==> config.mk <==
export PLATFORM = sky130hd
export DESIGN_NAME = ring_fifo
export DESIGN_NICKNAME = d
export VERILOG_FILES = /design/src/rtl/ring_fifo_pkg.sv /design/src/rtl/ring_fifo_wrap_ptr.sv /design/src/rtl/ring_fifo.sv
export SDC_FILE = /design/constraint.sdc
export NUM_CORES = 1
export LEC_CHECK = 0
export BUFFER_PORTS_ARGS = -buffer_cell sky130_fd_sc_hd__buf_2
export CAP_MARGIN = 10
export CORE_MARGIN = 10
export CORE_UTILIZATION = 40
export DETAILED_ROUTE_END_ITERATION = 6
export MAX_ROUTING_LAYER = met4
export PLACE_DENSITY_LB_ADDON = 0.2
export SYNTH_ARGS = -nofsm -noshare
export SYNTH_HDL_FRONTEND = slang
export SYNTH_SLANG_ARGS = --single-unit
==> constraint.sdc <==
create_clock -name clk -period 3.1 [get_ports clk]
set_input_delay 0.62 -clock clk [delete_from_list [all_inputs] [get_ports clk]]
set_output_delay 0.62 -clock clk [all_outputs]
set_load 0.005 [all_outputs]
==> src/rtl/ring_fifo_pkg.sv <==
// rtl/ring_fifo_pkg.sv - shared sizing helpers for the run-time-depth ring FIFO
package ring_fifo_pkg;

  localparam int unsigned DEFAULT_AW = 3;
  localparam int unsigned DEFAULT_DW = 8;

  function automatic int unsigned depth_max(input int unsigned aw);
    return 32'd1 << aw;
  endfunction

endpackage

==> src/rtl/ring_fifo_wrap_ptr.sv <==
// rtl/ring_fifo_wrap_ptr.sv - circular index that wraps to zero after reaching max
module wrap_ptr #(
  parameter int AW = 3
) (
  input  logic          clk,
  input  logic          rst,
  input  logic          inc,
  input  logic [AW-1:0] max,
  output logic [AW-1:0] ptr
);

  always_ff @(posedge clk) begin
    if (rst) begin
      ptr <= '0;
    end else if (inc) begin
      ptr <= (ptr == max) ? '0 : ptr + AW'(1);
    end
  end

endmodule

==> src/rtl/ring_fifo.sv <==
// rtl/ring_fifo.sv - first-word-fall-through FIFO whose depth (max+1) is set at run time
module ring_fifo
  import ring_fifo_pkg::*;
#(
  parameter int AW = DEFAULT_AW,
  parameter int DW = DEFAULT_DW
) (
  input  logic          clk,
  input  logic          rst,
  input  logic [AW-1:0] max,
  input  logic          in_valid,
  output logic          in_ready,
  input  logic [DW-1:0] in_data,
  output logic          out_valid,
  input  logic          out_ready,
  output logic [DW-1:0] out_data,
  output logic [AW:0]   count,
  output logic          full,
  output logic          empty
);

  localparam int unsigned DEPTH_MAX = depth_max(AW);
  localparam logic [AW:0] ONE       = {{AW{1'b0}}, 1'b1};

  logic [DW-1:0] mem [0:DEPTH_MAX-1];
  logic [AW-1:0] wr_ptr;
  logic [AW-1:0] rd_ptr;
  logic [AW-1:0] max_q;
  logic [AW:0]   depth;
  logic          push;
  logic          pop;

  assign depth     = {1'b0, max_q} + ONE;
  assign full      = (count == depth);
  assign empty     = (count == '0);
  assign in_ready  = ~rst & ~full;
  assign out_valid = ~empty;
  assign out_data  = mem[rd_ptr];
  assign push      = in_valid & in_ready;
  assign pop       = out_valid & out_ready;

  wrap_ptr #(.AW(AW)) u_wr (
    .clk (clk),
    .rst (rst),
    .inc (push),
    .max (max_q),
    .ptr (wr_ptr)
  );

  wrap_ptr #(.AW(AW)) u_rd (
    .clk (clk),
    .rst (rst),
    .inc (pop & ~rst),
    .max (max_q),
    .ptr (rd_ptr)
  );

  // push is already blocked during rst through in_ready, so storage needs no reset
  always_ff @(posedge clk) begin
    if (push) begin
      mem[wr_ptr] <= in_data;
    end
  end

  always_ff @(posedge clk) begin
    if (rst) begin
      count <= '0;
    end else begin
      case ({push, pop})
        2'b10:   count <= count + ONE;
        2'b01:   count <= count - ONE;
        default: count <= count;
      endcase
    end
  end

  // depth may only change while nothing is stored; pointers are equal then
  always_ff @(posedge clk) begin
    if (rst) begin
      max_q <= max;
    end else if (empty && !push) begin
      max_q <= max;
    end
  end

endmodule

==> flow_metrics.tcl <==
set metrics [dict create \
    status "complete, no violations" \
    num-fill-cells 736 \
    end_kind "flip-flop" \
    cts_hold_buffers 0 \
    synth_edf_count 67 \
    grt_first_pass_wirelength_um 10260 \
    clockBufferDepth 2 \
    ys_ff_latch 80 \
    cts_setup_buffers 0 \
    path_clk_slew_ns 0.08 \
    post-route-period-util 0.9234 \
    reg2reg_slack_ns 0.24 \
    antenna_found_initial 0 \
    worst_pin_slew_ns 0.4586 \
    min_period_ns 2.863 \
    core_region_area_sq_mm 0.008175 \
    synth-async-reset-ratio 0 \
    drt_wl_total_um 6285 \
    cts_root_buf "clkbuf_8" \
    vdd_drop_max_v 0.0003823 \
    place_ws_ns 0.2733 \
    rsz0062_at_grt "no" \
    setup-violations-final 0 \
    first_global_vias 1954 \
    fp.dieH_um 111.6 \
    avgSynthCellArea_sq_um 17.03 \
    grtUsageTotal 0.1081 \
    hold_class "input pin to flip-flop" \
    grt_max_degree 17 \
    worstRegToRegCells 12 \
    syn_nets 219 \
    dieArea_sq_mm 0.01245 \
    criticalPathCategory "flip-flop to flip-flop" \
    dpl.hpwl_um 4167 \
    grt-ovfl-total 0 \
    cp_max_fo 3 \
    cts_sinks 80 \
    rows 33 \
    cellPowerDensity_mw_per_mm2 749.1 \
    synthToLayoutAreaGrowth_pct 16.56 \
    timing.fmax_mhz 349.3 \
    startpoint "max_q[0]" \
    first_pass_iters 4 \
    setup_slack_ns 0.2375 \
    cts_tree "yes" \
    max-cap-violations 0 \
    arrival_ns 3.14 \
    yosysWarnings 0 \
    crit_path_end "count[3]" \
    gp_congestion 0.7558 \
    synthFlopType "edfxtp_1" \
    cellLeakagePower_nw 1.362 \
    insertion_delay_ns 0.35 \
    synth_cell_types 36 \
    power_mw 2.929 \
    ant_nets 0 \
    initial_utilization 0.4103 \
    viasPerCell 5.132 \
    post_cts_resized 0 \
    drive_gt1_frac 0.3840 \
    dr.first_iter.drc_count 84 \
    htree_num_levels 3 \
    worstPathRequired_ns 3.38 \
    cp-start-kind "flip-flop" \
    worstReg2RegStart "max_q[0]" \
    hold-worst-slack_ns 0.4415 \
    synth_seq_area_share 0.6774 \
    hold_violations 0 \
    final_cell_mix "edfxtp_1 (67), buf_2 (30), mux4_2 (16), buf_4 (16), dfxtp_1 (13)" \
    vias 1822 \
    die_width_um 111.6 \
    syn_inst 197 \
    cts_buffers 9 \
    netlist_area_sq_mm 0.003354 \
    finalSetupTns_ns 0 \
    fin_skew_ns 0.01137 \
    wl_per_cell_um 17.70 \
    drc 0 \
    layout.nets 267 \
    slew_headroom 0.6939 \
    diodes 0 \
    reg2reg_to "count[3]" \
    io_pins 31 \
    layout.cells.most_common "edfxtp_1" \
    io_buffers 30 \
    slew_viol_final 0 \
]
-- worst min-delay path by stage --
stage / startpoint / endpoint / slack [ns] / depth (start not counted)
2_1_floorplan: u_rd.ptr[1] / flip-flop / 0.47 / 2
3_3_place_gp: u_rd.ptr[1] / u_rd.ptr[1] / 0.52 / 2
3_5_place_dp: u_rd.ptr[1] / flip-flop / 0.52 / 2
4_1_cts: max[2] / max_q[2] / 0.43 / 1
5_1_grt: max[2] / max_q[2] / 0.43 / 1
6_report: max[2] / max_q[2] / 0.44 / 1
-- final cells by class --
| cell class | count | area, sq um | area share |
|---|---|---|---|
| Clock buffer | 10 | 127.6 | 0.03264 |
| Tap cell | 105 | 131.4 | 0.03360 |
| Sequential cell | 80 | 2272 | 0.5811 |
| Clock inverter | 6 | 42.54 | 0.01088 |
| Inverter | 8 | 30.03 | 0.007680 |
| Timing Repair Buffer | 46 | 270.3 | 0.06912 |
| Multi-Input combinational cell | 100 | 1036 | 0.2650 |
-- logic make-up after synthesis --
kind of cell	share of synthesized area
xor+xnor	0.02872
mux	0.1440
compound gates	0.03357
flops	0.6774
simple gates	0.06490
fa+ha+maj	0.02835
buf+inv	0.02312
-- sequential cells by signal, indices dropped and copies added, names as in the netlist, named ones only --
name	count
count	4
u_wr.ptr	3
u_rd.ptr	3
max_q	3
mem	64
-- cell usage after synthesis, types with 2 or more instances --
cell | number | share of area
mux2_2 | 10 | 0.034
a21oi_1 | 7 | 0.010
edfxtp_1 | 67 | 0.60
nand2b_1 | 2 | 0.0037
nand3_1 | 3 | 0.0045
dfxtp_1 | 13 | 0.078
inv_1 | 8 | 0.0090
nor3_1 | 3 | 0.0045
nor2b_1 | 3 | 0.0056
buf_1 | 2 | 0.0022
ha_1 | 6 | 0.022
nand2_1 | 5 | 0.0056
clkbuf_1 | 4 | 0.0045
nor4_1 | 5 | 0.0093
nor2_1 | 10 | 0.011
or3_1 | 3 | 0.0056
buf_2 | 2 | 0.0030
o21ai_0 | 2 | 0.0030
mux4_2 | 16 | 0.11
xnor2_1 | 4 | 0.010
xor2_1 | 7 | 0.018
-- metal layers --
| layer | GRT usage | routed length, um |
|---|---|---|
| met4 | 0.04370 | 110 |
| met5 | - | 0 |
| met1 | 0.1313 | 2908 |
| met3 | 0.03221 | 203 |
| met2 | 0.1653 | 3062 |
-- through the flow --
| stage | area, sq um | utilization | instances |
|---|---|---|---|
| floorplan | 3354 | - | 197 |
| global placement | 3740 | 0.4575 | 339 |
| detailed placement | 3740 | 0.4575 | 339 |
| CTS | 3910 | 0.4783 | 355 |
| global route | 3910 | 0.4783 | 355 |
| finish | 3910 | 0.4783 | 355 |
-- critical path: stages, from the launching register on --
cell      delay (ns)
edfxtp_1        0.41
ha_1            0.22
xor2_1          0.15
or3_1           0.33
a211oi_2        0.22
or3_4           0.16
ha_1            0.19
ha_1            0.24
a21o_1          0.17
a21oi_1         0.17
xnor2_1         0.09
or3_1           0.30
a21oi_1         0.14
-- power by group --
part / leakage, nW / internal (mW) / total, mW / switching (mW)
logic: 0.564 / 0.455 / 0.864 / 0.409
registers: 0.714 / 1.28 / 1.39 / 0.116
clock network: 0.0847 / 0.294 / 0.673 / 0.379
total: 1.36 / 2.03 / 2.93 / 0.904
Power figures use the tool's default switching activity.
